--- src/rtl/multicycle_control_fsm.sv ---
// Multicycle MIPS control unit: a Moore FSM that sequences fetch, decode,
// execute, memory and write-back over a shared instruction/data memory.
//
// Parameters:
//   ALUCTL_W      width of alu_control (>= 4); 4-bit codes are zero-extended
//   MEM_HANDSHAKE 1 = memory states wait for mem_ready, 0 = mem_ready ignored
//
// Ports:
//   clk, reset_n              clock (rising edge), async active-low reset
//   opcode, funct             IR[31:26] and IR[5:0]
//   zero                      ALU zero flag, used for beq/bne
//   mem_ready                 memory access completes this cycle
//   pc_en .. zero_ext         datapath enables and mux selects
//   alu_control               ALU operation code
//   instr_retired             one-cycle pulse in each instruction's last state
//   illegal                   sticky illegal-instruction trap flag
//   state                     current state, for debug
module multicycle_control_fsm #(
    parameter int unsigned ALUCTL_W      = 4,
    parameter bit          MEM_HANDSHAKE = 1'b1
) (
    input  logic                clk,
    input  logic                reset_n,
    input  logic [5:0]          opcode,
    input  logic [5:0]          funct,
    input  logic                zero,
    input  logic                mem_ready,
    output logic                pc_en,
    output logic                iord,
    output logic                mem_read,
    output logic                mem_write,
    output logic                ir_write,
    output logic                reg_dst,
    output logic                mem_to_reg,
    output logic                reg_write,
    output logic                alu_src_a,
    output logic [1:0]          alu_src_b,
    output logic [1:0]          pc_src,
    output logic                zero_ext,
    output logic [ALUCTL_W-1:0] alu_control,
    output logic                instr_retired,
    output logic                illegal,
    output logic [3:0]          state
);

    localparam int unsigned STATE_W = 4;

    typedef enum logic [STATE_W-1:0] {
        FETCH   = 4'd0,
        DECODE  = 4'd1,
        MEMADR  = 4'd2,
        MEMRD   = 4'd3,
        MEMWB   = 4'd4,
        MEMWR   = 4'd5,
        EXECUTE = 4'd6,
        ALUWB   = 4'd7,
        BRANCH  = 4'd8,
        IMMEX   = 4'd9,
        IMMWB   = 4'd10,
        JUMP    = 4'd11,
        TRAP    = 4'd12
    } stateT;

    localparam logic [5:0] OP_RTYPE = 6'b000000;
    localparam logic [5:0] OP_LW    = 6'b100011;
    localparam logic [5:0] OP_SW    = 6'b101011;
    localparam logic [5:0] OP_BEQ   = 6'b000100;
    localparam logic [5:0] OP_BNE   = 6'b000101;
    localparam logic [5:0] OP_ADDI  = 6'b001000;
    localparam logic [5:0] OP_ADDIU = 6'b001001;
    localparam logic [5:0] OP_ORI   = 6'b001101;
    localparam logic [5:0] OP_J     = 6'b000010;

    localparam logic [3:0] ALU_ADD = 4'b0010;
    localparam logic [3:0] ALU_SUB = 4'b0110;
    localparam logic [3:0] ALU_AND = 4'b0000;
    localparam logic [3:0] ALU_OR  = 4'b0001;
    localparam logic [3:0] ALU_SLT = 4'b0111;
    localparam logic [3:0] ALU_SLL = 4'b1010;

    stateT      stateQ;
    stateT      nextState;
    logic       illegalQ;
    logic       rdy;

    logic       pcEnC;
    logic       iordC;
    logic       memReadC;
    logic       memWriteC;
    logic       irWriteC;
    logic       regDstC;
    logic       memToRegC;
    logic       regWriteC;
    logic       aluSrcAC;
    logic [1:0] aluSrcBC;
    logic [1:0] pcSrcC;
    logic       zeroExtC;
    logic [3:0] aluOpC;
    logic       retireC;

    // Without the handshake every memory access completes in one cycle.
    assign rdy = mem_ready | ~MEM_HANDSHAKE;

    // State register and sticky trap flag.
    always_ff @(posedge clk or negedge reset_n) begin
        if (!reset_n) begin
            stateQ   <= FETCH;
            illegalQ <= 1'b0;
        end else begin
            stateQ   <= nextState;
            illegalQ <= illegalQ | (nextState == TRAP);
        end
    end

    // Next-state and Moore output decode.
    always_comb begin
        nextState = stateQ;
        pcEnC     = 1'b0;
        iordC     = 1'b0;
        memReadC  = 1'b0;
        memWriteC = 1'b0;
        irWriteC  = 1'b0;
        regDstC   = 1'b0;
        memToRegC = 1'b0;
        regWriteC = 1'b0;
        aluSrcAC  = 1'b0;
        aluSrcBC  = 2'b00;
        pcSrcC    = 2'b00;
        zeroExtC  = 1'b0;
        aluOpC    = ALU_ADD;
        retireC   = 1'b0;

        case (stateQ)
            FETCH: begin
                memReadC = 1'b1;
                aluSrcBC = 2'b01;
                irWriteC = rdy;
                pcEnC    = rdy;
                if (rdy) nextState = DECODE;
            end
            DECODE: begin
                aluSrcBC = 2'b11;
                case (opcode)
                    OP_RTYPE:                   nextState = EXECUTE;
                    OP_LW, OP_SW:               nextState = MEMADR;
                    OP_BEQ, OP_BNE:             nextState = BRANCH;
                    OP_ADDI, OP_ADDIU, OP_ORI:  nextState = IMMEX;
                    OP_J:                       nextState = JUMP;
                    default:                    nextState = TRAP;
                endcase
            end
            MEMADR: begin
                aluSrcAC  = 1'b1;
                aluSrcBC  = 2'b10;
                nextState = (opcode == OP_LW) ? MEMRD : MEMWR;
            end
            MEMRD: begin
                iordC    = 1'b1;
                memReadC = 1'b1;
                if (rdy) nextState = MEMWB;
            end
            MEMWB: begin
                memToRegC = 1'b1;
                regWriteC = 1'b1;
                retireC   = 1'b1;
                nextState = FETCH;
            end
            MEMWR: begin
                iordC     = 1'b1;
                memWriteC = 1'b1;
                if (rdy) begin
                    retireC   = 1'b1;
                    nextState = FETCH;
                end
            end
            EXECUTE: begin
                aluSrcAC  = 1'b1;
                nextState = ALUWB;
                case (funct)
                    6'b100000, 6'b100001: aluOpC = ALU_ADD;
                    6'b100010, 6'b100011: aluOpC = ALU_SUB;
                    6'b100100:            aluOpC = ALU_AND;
                    6'b100101:            aluOpC = ALU_OR;
                    6'b101010:            aluOpC = ALU_SLT;
                    6'b000000:            aluOpC = ALU_SLL;
                    default:              nextState = TRAP;
                endcase
            end
            ALUWB: begin
                regDstC   = 1'b1;
                regWriteC = 1'b1;
                retireC   = 1'b1;
                nextState = FETCH;
            end
            BRANCH: begin
                aluSrcAC  = 1'b1;
                aluOpC    = ALU_SUB;
                pcSrcC    = 2'b01;
                pcEnC     = ((opcode == OP_BEQ) & zero) | ((opcode == OP_BNE) & ~zero);
                retireC   = 1'b1;
                nextState = FETCH;
            end
            IMMEX: begin
                aluSrcAC  = 1'b1;
                aluSrcBC  = 2'b10;
                if (opcode == OP_ORI) begin
                    aluOpC   = ALU_OR;
                    zeroExtC = 1'b1;
                end
                nextState = IMMWB;
            end
            IMMWB: begin
                regWriteC = 1'b1;
                retireC   = 1'b1;
                nextState = FETCH;
            end
            JUMP: begin
                pcSrcC    = 2'b10;
                pcEnC     = 1'b1;
                retireC   = 1'b1;
                nextState = FETCH;
            end
            TRAP: begin
                nextState = TRAP;
            end
            default: begin
                nextState = TRAP;
            end
        endcase
    end

    // Enables are held off for as long as reset is asserted.
    assign pc_en         = pcEnC & reset_n;
    assign mem_read      = memReadC & reset_n;
    assign mem_write     = memWriteC & reset_n;
    assign ir_write      = irWriteC & reset_n;
    assign reg_write     = regWriteC & reset_n;
    assign instr_retired = retireC & reset_n;

    assign iord        = iordC;
    assign reg_dst     = regDstC;
    assign mem_to_reg  = memToRegC;
    assign alu_src_a   = aluSrcAC;
    assign alu_src_b   = aluSrcBC;
    assign pc_src      = pcSrcC;
    assign zero_ext    = zeroExtC;
    assign alu_control = ALUCTL_W'(aluOpC);
    assign illegal     = illegalQ;
    assign state       = stateQ;

endmodule

--- config.mk ---
export PLATFORM = sky130hd
export DESIGN_NAME = multicycle_control_fsm
export DESIGN_NICKNAME = d
export VERILOG_FILES = /design/src/rtl/multicycle_control_fsm.sv
export SDC_FILE = /design/constraint.sdc
export NUM_CORES = 1
export LEC_CHECK = 0
export BUFFER_PORTS_ARGS = -buffer_cell sky130_fd_sc_hd__buf_2
export CAP_MARGIN = 40
export CORE_MARGIN = 3
export CORE_UTILIZATION = 35
export CTS_CLUSTER_DIAMETER = 200
export DETAILED_ROUTE_END_ITERATION = 10
export PLACE_DENSITY = 0.74
export SETUP_SLACK_MARGIN = 0.15
export SLEW_MARGIN = 10
export SYNTH_ARGS = -nofsm -noshare
export SYNTH_HDL_FRONTEND = slang
export SYNTH_SLANG_ARGS = --single-unit
export TNS_END_PERCENT = 50
--- constraint.sdc ---
create_clock -name clk -period 3.58 [get_ports clk]
set_input_delay 0.537 -clock clk [delete_from_list [all_inputs] [get_ports clk]]
set_output_delay 0.537 -clock clk [all_outputs]
set_load 0.01 [all_outputs]
After elaboration in Yosys (flattened, before gate mapping):

Index checks and enable logic that the tools add are counted.

* eq/ne operators: 27
* muxes and demuxes: 25
* bitwise operators: 11
* reduce and logical (&&, ||, !) cells: 14

Operators with widths (count)
* == test 6 bit, second input constant: 9
* one-hot mux 4 bit (5 select lines): 2
* one-hot mux 4 bit (8 select lines): 1
* == test 4 bit, second input constant: 5
* == test 6 x 4 -> 1 bit, second input constant: 3
* == test 4 x 3 -> 1 bit, second input constant: 4
* 2-to-1 mux 4 bit: 4
* == test 6 x 3 -> 1 bit, second input constant: 2
* logical NOT 6 bit: 2
* one-hot mux 4 bit (3 select lines): 1
* OR reduction 2 bit: 6
* 2-to-1 mux 1 bit: 11
* bitwise AND 1 bit: 8
* == test 4 x 2 -> 1 bit, second input constant: 2
* OR reduction 8 bit: 1
* == test 6 x 2 -> 1 bit, second input constant: 1
* one-hot mux 2 bit (3 select lines): 1
* OR reduction 3 bit: 2
* OR reduction 5 bit: 1
* == test 4 x 1 -> 1 bit, second input constant: 1
* logical NOT 4 bit: 1
* one-hot mux 2 bit (2 select lines): 1
* OR reduction 4 bit: 1
* 2-to-1 mux 3 bit: 1
* 5 further kinds: 6

* bits in registers: 5
* input bits: 16
* output and inout bits: 24
* word-level logic and storage cells: 79

Depth between registers and ports, before layout:

Gate-level depths: netlist (run 1).

* depth in word-level cells: 6
* depth in mapped cells: 7
* mapped depth without buffers: 6

Worst setup path after synthesis (run 1):

OpenSTA, ideal clock, no wires.

* path type: in2out
* start point: input opcode[1]
* end point: output alu_control[0]
* data arrival time: 1533 ps
* setup slack: 1510 ps
* cell stages on the path: 4
* path buffers: 0
* path through: nor3_1 -> nand2_1 -> nor4_2 -> a21o_1

* longest elaborated chain between the ends: 3

Ends and longest elaborated chain
* start, declared: RTL line 24 `input logic [5:0] opcode,`
* == test 6 x 4 -> 1 bit: RTL line 206 `if (opcode == OP_ORI) begin`
* 2-to-1 mux 2 bit: RTL line 206
* one-hot mux 4 bit (3 select lines): RTL line 133 `case (stateQ)`
* end, declared: RTL line 40 `output logic [ALUCTL_W-1:0] alu_control,`

No other way between the ends.

Worst setup path in the final report (run 1):

* start point: register stateQ[1], in the netlist state[1]
* end point: output alu_control[2]

* longest elaborated chain between the ends: 2
* elaborated cells between the ends (all ways): 4
* classes of those cells: 3 x eq/ne; 1 x mux

Ends and longest elaborated chain
* start, declared: RTL line 81 `stateT stateQ;`
* start signal, assigned: RTL line 110 `stateQ <= nextState;`
* == test 4 bit or == test 4 x 3 -> 1 bit (tied branches): RTL line 133
* one-hot mux 4 bit (3 select lines) (*): RTL line 133

Mark *: on every way between the ends. The rest lies on a longest branch, timed or not.

==> results of run 1 <==
[logic make-up after synthesis]
logic type,count (synthesis),share of synthesized area (%)
AND/OR/NAND/NOR,58,40.49
AO/OA/AOI/OAI,29,27.90
buffers and inverters,13,10.64
flip-flops,5,16.13
XOR/XNOR,2,2.258
multiplexers,2,2.581
[layer usage]
layer / vias up / GRT usage (%) / routed length [um]
li1: 479 / - / -
met5: - / 0 / 0
met1: 425 / 19.35 / 958
met2: 32 / 30.37 / 1041
met4: 0 / 4.255 / 0
met3: 0 / 1.690 / 145
[path summary, 6_finish.rpt]
kind,startpoint,to,slack (ps),cells after the start
setup / recovery,state[1]$_DFF_PN0_,alu_control[2],970,5
setup reg to reg,state[1]$_DFF_PN0_,state[1]$_DFF_PN0_,1790,4
max in group asynchronous,reset_n,state[1]$_DFF_PN0_,3310,1
hold / removal,reset_n,illegal$_DFF_PN0_,120,1
min in group clk,illegal$_DFF_PN0_,illegal$_DFF_PN0_,460,1
hold reg to reg,illegal$_DFF_PN0_,illegal$_DFF_PN0_,460,1
[layout by cell type (no fill, tap or decap), types with 2 or more instances in the layout]
cell type,netlist,layout
a21oi_1,7,7
nand3_1,3,3
buf_2,0,39
nor3_1,10,10
nor2_1,17,17
o21ai_1,2,2
mux2i_1,2,2
dfrtp_1,5,5
nand2_1,11,11
and4_1,2,2
clkbuf_4,1,3
inv_1,4,4
a21o_1,3,3
a31oi_1,2,2
nand2b_1,2,2
nor2b_1,3,3
[per-stage QoR]
stage	cell area (um^2)	std cells	power, mW	hold WS, ps	util (%)
5_1_grt	967.2	171	0.6510	114.8	47.83
3_5_place_dp	940.9	167	0.5251	376.0	46.53
3_3_place_gp	940.9	167	0.5217	374.0	46.53
6_report	967.2	171	0.5882	118.5	47.83
2_1_floorplan	775.7	109	0.4152	241.4	-
4_1_cts	967.2	171	0.5927	116.7	47.83
[report_power, final]
part	internal, mW	switching, mW	total [mW]
Sequential	0.0786	0.0770	0.156
Clock	0.0420	0.0216	0.0636
Combinational	0.157	0.212	0.369
Total	0.277	0.311	0.588
[sequential cells by signal (all words and copies together) (netlist names)]
signal,cells
illegal,1
state,4
[area by class of cell]
type / count / area share, %
Clock buffer: 4 / 2.717
Tap cell: 27 / 3.493
Sequential cell: 5 / 12.94
Timing Repair Buffer: 39 / 20.18
Multi-Input combinational cell: 91 / 58.73
Inverter: 5 / 1.940
==> results.ini, run 1 <==
[floorplan]
io_pins=40
rows=16
start_util_pct=38.37
core_area_um2=2022
die_h_um=53.08
die_x_um=53.08
dieArea_um2=2817

[cts]
tritoncts=yes
cts_root_buffer=clkbuf_4
clkSinkCount=5
clk_latency_ps=240
cts_max_level=1
cts_max_path_buffers=2
cts_resized=0
cts_made_buffers=3
post_cts_buffers=0
cts.clk_slew.worst_paths_ps=40
hold_buffers=0

[critical_path]
worstPathMaxFanout=16
cp.required_ps=3040
arrival_ps=2070
slowest_delay_ps=610
crit_chain=nand2b_1 -> or3_1 -> nor2_2 -> a41o_1 -> buf_2
critical-path-slowest-cell=dfrtp_1
crit_path_start_kind=register
setup.worst_path.end_class=primary output
path_delay_family=simple AND/OR/NAND/NOR gates
worst-setup-path-type=register to primary output
critical_path_buf_inv_count=1

[cells_and_area]
area.growth.synth_to_final_pct=24.68
antenna_cells=0
nFillCells=229
multi_input_area_um2=568.0
drive_gt1_share_pct=36.11
seq_area_um2=125.1
nNetsFinal=161

[run_status]
status=finished, final reports clean

[placement]
port_buffers=39
dp_worst_setup_slack_ps=1241
place.detailed.hpwl_um=1740
place_congestion=0.8500

[global_route]
grt_start_max_net_pins=20
grt-ovfl-total=0
grt_pass1_wl_um=3512
grt_antenna_before_repair=0
grtUsageTotal_pct=16.25
grt_pass1_vias=878

[timing]
tns_ps=0
finalCriticalPeriod_ps=2608
tightest_slew_ps=561.0
rsz0062_at_grt=no
setup_viol=0
fin_crit_sh_pct=72.85
hold_viol_final=0
setup_ws_ps=971.9
slew_viol_final=0
relSlewSlack_pct=62.60
max_freq_ghz=0.3834
clock_skew_ps=1.638

[power]
power_density_nw_per_um2=608.1
p_leak_nw=0.4647
peakVddDrop_mv=0.3584

[yosys]
postSynthNetCount=125
synth_top_area_share_pct=16.13
syn-cell-area_um2=775.7
synth.top_cells.by_count=nor2_1, nand2_1, nor3_1
yosysWarnings=0
yosysMostFrequentCell=nor2_1
synth_seq_area_share_pct=16.13
ys_seq_elements=5
yosys.area.top_type=dfrtp_1
synthArstFlopShare_pct=100.0
syn_inst=109
synth_area_leaders=dfrtp_1, nor2_1, nor3_1
avgSynthCellArea_um2=7.117
synth_edf_count=0
synth_flop_cell=dfrtp_1
synth.distinct_cells=46

[routing]
routed_via_density=5.474
drc_errors=0
drt_wl_total_um=2145
drt_pass1_iterations=4
ant_nets=0
vias=936
wl_per_cell_um=12.54
drt-initial-drc-count=19

[run]
cap_violations=0

[worst_hold_path]
hp-class=input pin to asynchronous set/reset pin

No activity file was read; power rests on OpenSTA's default activity.
==> inputs of run 2 (changes only) <==
==> constraint.sdc (replaced) <==
create_clock -name clk -period 2.4 [get_ports clk]
set_input_delay 0.36 -clock clk [delete_from_list [all_inputs] [get_ports clk]]
set_output_delay 0.36 -clock clk [all_outputs]
set_load 0.01 [all_outputs]
==> run 2 against run 1 <==
First-iteration DRC count up 95%; global-route usage up 0.62 points; critical path depth unchanged; critical endpoint is now instr_retired; largest power group unchanged.
==> results.ini, run 2 (synthesized netlist as in run 1, its figures left out) <==
[power]
share_comb_of_total_power_pct=72.8  ; +10 points
peakVddDrop_mv=0.5743  ; +60%
swShare_pct=50.80  ; -2.0 points
pwr-share-seq_pct=17.4  ; -9.0 points
clkPwrFrac_pct=9.7  ; -1.1 points
p_sw_uw=502.4  ; +62%
p_leak_nw=0.5079  ; +9.3%
power_density_nw_per_um2=952.2  ; +57%
p_int_uw=486.5  ; +75%

[floorplan]
dieArea_um2=2817  ; unchanged
die_x_um=53.08  ; unchanged
die_h_um=53.08  ; unchanged
start_util_pct=38.37  ; unchanged
rows=16  ; unchanged
core_area_um2=2022  ; unchanged
io_pins=40  ; unchanged

[critical_path]
arrival_ps=1920  ; -150 ps
worst-setup-path-type=input pin to primary output
reg2regPathDepth=5  ; +1
path_delay_family=buffers and inverters
setup.worst_path.end_class=primary output
critical-path-slowest-cell=dlygate4sd3_1
crit_chain=dlygate4sd3_1 -> buf_2 -> inv_1 -> a2111oi_0 -> buf_2
worstPathMaxFanout=8  ; -8
r2r-start=state[1]$_DFF_PN0_
r2r_setup_slack_ps=730  ; -1060 ps
r2r-end=illegal$_DFF_PN0_
crit_path_start_kind=input pin
critPathMostFrequentCell=buf_2
slowest_delay_ps=510  ; -100 ps
critical_path_buf_inv_count=4  ; +3
cp.required_ps=2040  ; -1000 ps

[cells_and_area]
seq_area_um2=126.4  ; +1.0%
nNetsFinal=170  ; +5.6%
finalInstanceArea_um2=1039  ; +7.4%
antenna_cells=0  ; unchanged
nFillCells=212  ; -7.4%
drive_gt1_share_pct=39.87  ; +3.8 points
area.growth.synth_to_final_pct=33.87
postLayoutCoreUtil_pct=51.36  ; +3.5 points
largest_register_ffs=4  ; unchanged
layout_commonest_cell=buf_2
multi_input_area_um2=568.0  ; unchanged
layout_common_cells=buf_2, nor2_1, nand2_1, nor3_1, buf_4

[timing]
max_freq_ghz=0.4381
rsz0062_at_grt=yes
tns_ps=0  ; unchanged
clock_skew_ps=2.765  ; +1.127 ps
tightest_slew_ps=488.8  ; -72.22 ps
hold_viol_final=0  ; unchanged
finalCriticalPeriod_ps=2283
relSlewSlack_pct=66.57  ; +4.0 points
fin_crit_sh_pct=95.11
setup_viol=0  ; unchanged
slew_viol_final=0  ; unchanged

[cts]
clkSinkCount=5  ; unchanged
cts_root_buffer=clkbuf_4
tritoncts=yes
clk_latency_ps=240  ; about the same
cts_made_buffers=3  ; unchanged
cts_max_path_buffers=2  ; unchanged
cts.clk_slew.worst_paths_ps=40  ; about the same
cts_max_level=1  ; unchanged

[worst_hold_path]
min_from=illegal$_DFF_PN0_
hold_end=illegal$_DFF_PN0_
holdPathStages=1
hp-class=register to register

[global_route]
grtUsageTotal_pct=16.86  ; +0.62 points
grt_pass1_vias=848  ; -3.4%
grt_start_max_net_pins=16  ; -20%
grt_antenna_before_repair=0  ; unchanged
grt_pass1_wl_um=3622  ; +3.1%
grt-ovfl-total=0  ; unchanged

[placement]
port_buffers=39  ; unchanged
place_congestion=0.8584  ; +0.99%
place.detailed.hpwl_um=1856  ; +6.6%
dpl-instance-area_um2=970.9  ; +3.2%

[routing]
drc_errors=0  ; unchanged
ant_nets=0  ; unchanged
drt_pass1_iterations=4  ; unchanged
vias=1014  ; +8.3%
routed_via_density=5.633  ; +2.9%
drt-initial-drc-count=37  ; +18
drt_wl_total_um=2443  ; +14%
wl_per_cell_um=13.57  ; +8.2%

[run_status]
status=finished, final reports clean

[run]
cap_violations=0  ; unchanged

==> run 2: worst max-delay path by stage <==
stage / to / cells past startpoint / from
finish: instr_retired / 5 / reset_n
detailed placement: alu_control[0] / 6 / opcode[1]
global route: instr_retired / 5 / reset_n
CTS: instr_retired / 5 / reset_n
global placement: alu_control[2] / 5 / state[0]$_DFF_PN0_
floorplan: instr_retired / 4 / state[2]$_DFF_PN0_
==> run 2: metrics by stage <==
step / power (mW) / hold WS [ps] / instances / setup slack, ps
after floorplan: 0.6194 / 64.41 / 109 / 532.1
after global placement: 0.8124 / 193.2 / 171 / 482.0
after detailed placement: 0.8259 / 194.1 / 171 / 447.9
after CTS: 0.9317 / 460.9 / 176 / 172.1
after global routing: 1.079 / 478.9 / 180 / 106.6
final: 0.9889 / 457.9 / 180 / 117.4
==> run 2: power by group through the flow <==
| stage | clock network [mW] | logic [mW] | registers, mW |
|---|---|---|---|
| global placement | 0 | 0.631 | 0.181 |
| global route | 0.111 | 0.791 | 0.178 |
| CTS | 0.103 | 0.648 | 0.181 |
| floorplan | 0 | 0.450 | 0.170 |
| detailed placement | 0 | 0.644 | 0.182 |
| finish | 0.0961 | 0.720 | 0.172 |
==> run 2: area by class of cell <==
| cell class | count | share of cell area [%] |
|---|---|---|
| multi-input cells | 91 | 54.70 |
| flip-flops and latches | 5 | 12.17 |
| inverters | 5 | 1.807 |
| clock buffers | 4 | 2.530 |
| well taps | 27 | 3.253 |
| repair buffers | 48 | 25.54 |
==> run 2: metal layers <==
layer	track usage, %	wire length [um]	vias to the layer above
li1	-	-	489
met1	20.44	984	465
met2	29.96	1212	58
met3	3.380	224	2
met4	4.255	22	0
met5	0	0	-
==> run 2: what timing repair did <==
item                                   in CTS  in global routing
hold buffers                                1                  0
setup buffers                               0                  4
gates resized for setup                     0                  1
endpoints found under the hold margin       5                  0
setup endpoints to repair                   0                  5
